<file path="src/rtl/forward_ctrl.sv">
// ---------------------------------------------------------------------------
// forward_ctrl
//   Forwarding / load-use hazard controller for a classic 5-stage pipeline.
//   Tracks the destination register of the instructions currently in EX and
//   MEM. When an instruction moves from ID to EX, it registers one 2-bit
//   operand-mux select per source into EX alongside that instruction:
//     00 = register-file data, 01 = EX/MEM result, 10 = MEM/WB result.
//   A load in EX whose result is needed by the ID instruction raises a
//   combinational stall. The stall holds PC and IF/ID for one cycle and
//   injects a bubble into EX.
//
//   Handshake: there is no valid/ready pair. id_valid qualifies every id_*
//   field. stall is the only back-pressure signal: while it is high, the
//   instruction in ID is held upstream and a bubble enters EX. flush drops
//   the ID instruction.
//
// Ports
//   clk, rst_n      rising-edge clock, asynchronous active-low reset
//   id_valid        ID holds a real instruction
//   id_rs, id_rt    ID source register indices (rt used only if id_use_rt)
//   id_use_rt       ID instruction reads rt
//   id_rd, id_wr_en ID destination index and write enable
//   id_is_load      ID instruction is a load
//   flush           branch flush; ID instruction must not enter EX
//   fwd_sel_a/b     registered EX operand mux selects
//   stall           hold PC and IF/ID this cycle (combinational)
//   stall_cnt       saturating count of stalled cycles since reset
// ---------------------------------------------------------------------------
module forward_ctrl #(
    parameter int REG_ADDR_W  = 5,
    parameter int STALL_CNT_W = 16
) (
    input  logic                   clk,
    input  logic                   rst_n,
    input  logic                   id_valid,
    input  logic [REG_ADDR_W-1:0]  id_rs,
    input  logic [REG_ADDR_W-1:0]  id_rt,
    input  logic                   id_use_rt,
    input  logic [REG_ADDR_W-1:0]  id_rd,
    input  logic                   id_wr_en,
    input  logic                   id_is_load,
    input  logic                   flush,
    output logic [1:0]             fwd_sel_a,
    output logic [1:0]             fwd_sel_b,
    output logic                   stall,
    output logic [STALL_CNT_W-1:0] stall_cnt
);

    localparam logic [1:0] SEL_DATA = 2'b00;
    localparam logic [1:0] SEL_EX   = 2'b01;
    localparam logic [1:0] SEL_MEM  = 2'b10;

    // Instruction now in EX
    logic                   r_ex_v;
    logic [REG_ADDR_W-1:0]  r_ex_rd;
    logic                   r_ex_wr;
    logic                   r_ex_ld;
    // Instruction now in MEM
    logic                   r_mem_v;
    logic [REG_ADDR_W-1:0]  r_mem_rd;
    logic                   r_mem_wr;

    logic [1:0]             r_sel_a;
    logic [1:0]             r_sel_b;
    logic [STALL_CNT_W-1:0] r_stall_cnt;

    logic                   w_stall;
    logic                   w_advance;
    logic                   w_ex_hit_a;
    logic                   w_ex_hit_b;
    logic                   w_mem_hit_a;
    logic                   w_mem_hit_b;
    logic [1:0]             w_sel_a;
    logic [1:0]             w_sel_b;

    // A stage writer supplies source s only for a nonzero register. r0 is hardwired.
    function automatic logic hits(input logic v, input logic wr,
                                  input logic [REG_ADDR_W-1:0] rd,
                                  input logic [REG_ADDR_W-1:0] s);
        return v && wr && (rd == s) && (s != '0);
    endfunction

    always_comb begin
        w_ex_hit_a  = hits(r_ex_v,  r_ex_wr,  r_ex_rd,  id_rs);
        w_ex_hit_b  = id_use_rt && hits(r_ex_v, r_ex_wr, r_ex_rd, id_rt);
        w_mem_hit_a = hits(r_mem_v, r_mem_wr, r_mem_rd, id_rs);
        w_mem_hit_b = id_use_rt && hits(r_mem_v, r_mem_wr, r_mem_rd, id_rt);

        // Load result is not ready until MEM, so a dependent op must wait one
        // cycle. flush wins: a flushed instruction never needs its operands.
        w_stall = id_valid && !flush && r_ex_ld && (w_ex_hit_a || w_ex_hit_b);

        w_advance = id_valid && !flush && !w_stall;

        // The current EX writer sits in EX/MEM next cycle, and the current MEM
        // writer sits in MEM/WB. The younger writer takes priority.
        w_sel_a = SEL_DATA;
        if (w_ex_hit_a)       w_sel_a = SEL_EX;
        else if (w_mem_hit_a) w_sel_a = SEL_MEM;

        w_sel_b = SEL_DATA;
        if (w_ex_hit_b)       w_sel_b = SEL_EX;
        else if (w_mem_hit_b) w_sel_b = SEL_MEM;
    end

    always_ff @(posedge clk or negedge rst_n) begin
        if (!rst_n) begin
            r_ex_v      <= 1'b0;
            r_ex_rd     <= '0;
            r_ex_wr     <= 1'b0;
            r_ex_ld     <= 1'b0;
            r_mem_v     <= 1'b0;
            r_mem_rd    <= '0;
            r_mem_wr    <= 1'b0;
            r_sel_a     <= SEL_DATA;
            r_sel_b     <= SEL_DATA;
            r_stall_cnt <= '0;
        end else begin
            // MEM never stalls.
            r_mem_v  <= r_ex_v;
            r_mem_rd <= r_ex_rd;
            r_mem_wr <= r_ex_wr;

            if (w_advance) begin
                r_ex_v  <= 1'b1;
                r_ex_rd <= id_rd;
                r_ex_wr <= id_wr_en;
                r_ex_ld <= id_is_load;
                r_sel_a <= w_sel_a;
                r_sel_b <= w_sel_b;
            end else begin
                r_ex_v  <= 1'b0;
                r_ex_rd <= '0;
                r_ex_wr <= 1'b0;
                r_ex_ld <= 1'b0;
                r_sel_a <= SEL_DATA;
                r_sel_b <= SEL_DATA;
            end

            if (w_stall && (r_stall_cnt != '1))
                r_stall_cnt <= r_stall_cnt + 1'b1;
        end
    end

    assign fwd_sel_a = r_sel_a;
    assign fwd_sel_b = r_sel_b;
    assign stall     = w_stall;
    assign stall_cnt = r_stall_cnt;

endmodule
</file>
<file path="config.mk">
export PLATFORM = sky130hd
export DESIGN_NAME = forward_ctrl
export DESIGN_NICKNAME = d
export VERILOG_FILES = /design/src/rtl/forward_ctrl.sv
export SDC_FILE = /design/constraint.sdc
export NUM_CORES = 1
export LEC_CHECK = 0
export CORE_MARGIN = 2
export CORE_UTILIZATION = 41
export CTS_CLUSTER_SIZE = 12
export DETAILED_ROUTE_END_ITERATION = 6
export GPL_TIMING_DRIVEN = 0
export PLACE_DENSITY = 0.8
export RECOVER_POWER = 25
export SYNTH_ARGS = -nofsm -noshare
export SYNTH_HDL_FRONTEND = slang
export SYNTH_SLANG_ARGS = --single-unit
</file>
<file path="constraint.sdc">
create_clock -name clk -period 2.6 [get_ports clk]
set_input_delay 0.52 -clock clk [delete_from_list [all_inputs] [get_ports clk]]
set_output_delay 0.52 -clock clk [all_outputs]
set_load 0.01 [all_outputs]
</file>
Word level (Yosys, flattened, before mapping)
Cells that the tools add are included.
Storage, ports and cells
  flip-flop bits (word level): 35
  latch bits: 0
  memory bits (writable): 0
  memory bits (read-only): 0
  output and inout bits: 21
  word-level logic and storage cells: 48
  memories: 0
Cells by class
  add/subtract/negate cells: 1
  $mul: 0
  div/mod/pow operators: 0
  magnitude comparators: 0
  eq/ne operators: 5
  shift-type cells: 0
  mux-type cells: 10
  bitwise gates (word level): 0
  reductions and logical operators: 22
Operator list (count)
  5-bit equality test: 4
  1-bit logical AND: 17
  16-bit by 1-bit adder with 16-bit output, second input constant: 1
  16-bit inequality test, second input constant: 1
  2-bit two-way mux: 6
  5-bit nonzero test: 2
  5-bit two-way mux: 1
  1-bit two-way mux: 3
  1-bit zero test: 2
  1-bit logical OR: 1

Longest topological paths before layout
  depth in word-level cells: 9
  gate-level depth with buffers: 8
  gate-level depth less buffers: 7

Least setup slack after synthesis
No wires, ideal clock.
  path kind: input to register
  from: input port id_rt[1]
  to: register r_stall_cnt[1] (netlist: stall_cnt[1])
  arrival: 2095 ps
  data required time: 2475 ps
  path slack: 380 ps
  cell stages on the path: 6
  buffers on the path: 1
  cells stage by stage: xnor2_1 -> nand4_1 -> or4_4 -> a2111o_1 -> buf_6 -> mux2_2
On the way
  cells in the longest elaborated chain, start to end: 7
RTL lines
  start: declaration: RTL line 37  | input logic [REG_ADDR_W-1:0] id_rt,
  5-bit equality test: RTL line 80  | return v && wr && (rd == s) && (s != '0);
  1-bit logical AND: RTL line 80
  1-bit logical AND (*): RTL line 80
  1-bit logical AND (*): RTL line 85  | w_ex_hit_b = id_use_rt && hits(r_ex_v, r_ex_wr, r_ex_rd, id_rt);
  1-bit logical OR (*): RTL line 91  | w_stall = id_valid && !flush && r_ex_ld && (w_ex_hit_a || w_ex_hit_b);
  1-bit logical AND (*): RTL line 91
  1-bit logical AND (*): RTL line 140  | if (w_stall && (r_stall_cnt != '1))
  end signal: assignment: RTL line 141  | r_stall_cnt <= r_stall_cnt + 1'b1;
  end: declaration: RTL line 65  | logic [STALL_CNT_W-1:0] r_stall_cnt;
Mark *: on every way between the ends. The rest lies on a longest branch, timed or not.
A chain may end at the register's enable or synchronous reset.

Worst setup path in the final report
  from: input port id_rt[3]
  to: register r_stall_cnt[1] (netlist: stall_cnt[1])
The elaborated chain is that of the path after synthesis.

==> results_dict.tcl <==
set metrics [dict create \
    ys_top_cells_by_area "dfrtp_1 (53%), xor2_1 (9.6%), xnor2_1 (8.0%), nand4_1 (3.4%), and2_1 (2.7%)" \
    maxSlewHeadroom_pct -21.2 \
    port_buffers 42 \
    synth_edf_count 0 \
    rsz0062_at_grt "false" \
    cts_tree "built" \
    r2r_setup_slack_ns 0.10 \
    use_met1_pct 19.4 \
    hpwl_mm 2.37 \
    hold_violations 0 \
    crit_type "primary input to flop" \
    cts_root_buf "clkbuf_8" \
    peakVddDrop_mv 0.260 \
    numClockSinks 35 \
    synth_seq_cells 35 \
    ys.flop_type "dfrtp_1" \
    synth.distinct_cells 27 \
    clock_latency_ns 0.28 \
    gp_congestion 0.735 \
    drt_pass1_iterations 4 \
    synth_top_area_cell "dfrtp_1" \
    synth_common_cells "dfrtp_1 (35), xor2_1 (18), xnor2_1 (15)" \
    track_usage_pct 15.5 \
    yosys_warnings 0 \
    power.total_uw 1010 \
    grt_overflow_total 0 \
    p_per_area_mw_per_mm2 449 \
    die_width_um 67.4 \
    area_growth_pct 37.0 \
    grt_max_degree 36 \
    routed_via_density 4.86 \
    grt_pass1_vias 1167 \
    wirelength_mm 3.28 \
    fin_skew_ns 0.00750 \
    drt-wirelength-per-cell_um 13.1 \
    ant_nets 0 \
    setup_slack_ns 0.0660 \
    use_met3_pct 4.83 \
    synth.most_common_cell "dfrtp_1" \
    grt_pass1_wl_mm 5.18 \
    cts_made_buffers 5 \
    clkTransAtPathRegs_ns 0.07 \
    hp-class "flop to flop" \
    syn_nets 168 \
    post-route-util_pct 57.3 \
    start_util_pct 41.8 \
    p_leak_uw 0.00109 \
    crit_arrival_ns 2.70 \
    finalSetupViolCount 0 \
    end_kind "flop" \
    tightest_slew_ns 1.82 \
    drive_gt1_share_pct 13.9 \
    antenna_found_initial 0 \
    violations "capacitance limit, slew limit" \
    top_usage_layer "met2" \
    path_max_fanout 5 \
    drc 0 \
    nNetsFinal 223 \
    die_y_um 67.4 \
    tns_ns 0 \
    crit_required_ns 2.77 \
    post-place-ws_ns -0.712 \
    die_area_mm2 0.00454 \
    grt_use_met2_pct 24.6 \
    initialDrtViolationCount 41 \
    fmax_mhz 395 \
    cts.path.max_buffers 2 \
    antenna_cells 0 \
    synth.cell_area_mm2 0.00165 \
    finalCritPeriodShare_pct 97.5 \
    ios 43 \
    htree_num_levels 2 \
    vias 1219 \
    rows 23 \
    hold_buffers 0 \
    synthArstFlopShare_pct 100 \
    synth_cells 145 \
    critical_path.startpoint_type "primary input" \
    yosysSeqAreaShare_pct 53.2 \
    period_needed_ns 2.53 \
    synth_top_area_share_pct 53.2 \
    core_mm2 0.00394 \
    avgSynthCellArea_um2 11.4 \
    drv_slew 36 \
    max-cap-violations 1 \
    outcome "finished, violations left" \
]
[metal layers]
layer | part of all wire, % | vias up
li1 | - | 605
met1 | 45 | 585
met2 | 50 | 25
met3 | 4.0 | 4
met4 | 1.0 | 0
met5 | 0 | -
[final timing paths]
kind | end | cells past startpoint | startpoint
worst max-delay path | stall_cnt[1] | 8 | id_rt[3]
worst min-delay path | r_mem_v | 0 | r_ex_v
worst max register to register | stall_cnt[1] | 7 | r_ex_rd[1]
worst min register to register | r_mem_v | 0 | r_ex_v
max in group asynchronous | r_ex_rd[1] | 1 | rst_n
min in group asynchronous | stall_cnt[11] | 1 | rst_n
[cell type report]
class,count,area [um2]
fillers,335,1690
flip-flops and latches,35,876
multi-input cells,106,776
repair buffers,48,439
clock buffers,7,76.3
well taps,50,62.6
plain buffers,1,11.3
inverters,3,11.3
clock inverters,1,5.00
[report_power, final]
| part | leakage (uW) | internal [uW] | switching [uW] |
|---|---|---|---|
| sequential | 0.000480 | 555 | 10.8 |
| combinational | 0.000565 | 44.7 | 36.2 |
| clock | 0.0000422 | 188 | 178 |
| total | 0.00109 | 788 | 225 |
[flip-flops by register name, indices dropped and copies added (netlist names)]
| register | cells |
|---|---|
| stall_cnt | 16 |
| r_ex_rd | 5 |
| r_mem_rd | 5 |
| fwd_sel_a | 2 |
| fwd_sel_b | 2 |
| r_ex_ld | 1 |
| r_ex_v | 1 |
| r_ex_wr | 1 |
| r_mem_v | 1 |
| r_mem_wr | 1 |
[cell families after synthesis]
group,Yosys count,share of synthesized area [%]
simple gates,66,23.7
flops,35,53.2
xor+xnor,33,17.5
buf+inv,4,1.37
compound gates,3,1.44
mux,3,2.05
fa+ha+maj,1,0.759
[cells in the final DEF (no fill, tap or decap), types with 2 or more instances in the layout]
master	Yosys	routed
nand2b_1	3	3
dlygate4sd2_1	0	3
nor4_1	3	3
and2_1	7	7
nand4_1	9	9
clkbuf_2	0	3
buf_4	0	4
nor3_4	0	3
clkbuf_1	0	3
xnor2_1	15	15
buf_6	1	2
xor2_1	18	18
buf_2	0	2
inv_1	3	3
nor3_1	3	3
dfrtp_1	35	35
clkdlybuf4s50_1	0	32
nand3_1	5	5
mux2_2	3	3
clkbuf_8	0	5
nand2_1	11	10
nor2_1	10	10
and3_1	4	4
[worst max-delay path, stage by stage]
cell             delay, ns
clkdlybuf4s15_1       0.22
xnor2_1               0.17
nand4_1               0.11
or4_4                 0.58
buf_6                 0.14
a2111o_1              0.48
buf_2                 0.20
mux2_2                0.27
[metrics by stage]
stage / hold WS, ns / area (um2) / instances
6_report: 0.379 / 2260 / 251
5_1_grt: 0.390 / 2260 / 251
4_1_cts: 0.328 / 2220 / 248
3_5_place_dp: 0.364 / 2130 / 237
3_3_place_gp: 0.357 / 2130 / 237
2_1_floorplan: 0.224 / 1650 / 145
[repair_timing]
item / CTS / global route
gates cloned: 0 / 1
pin swaps: 4 / 12
endpoints found under the setup margin: 9 / 11
setup buffers: 3 / 2
resized for setup: 13 / 12
Note: power is estimated with default switching activity, not from simulation.
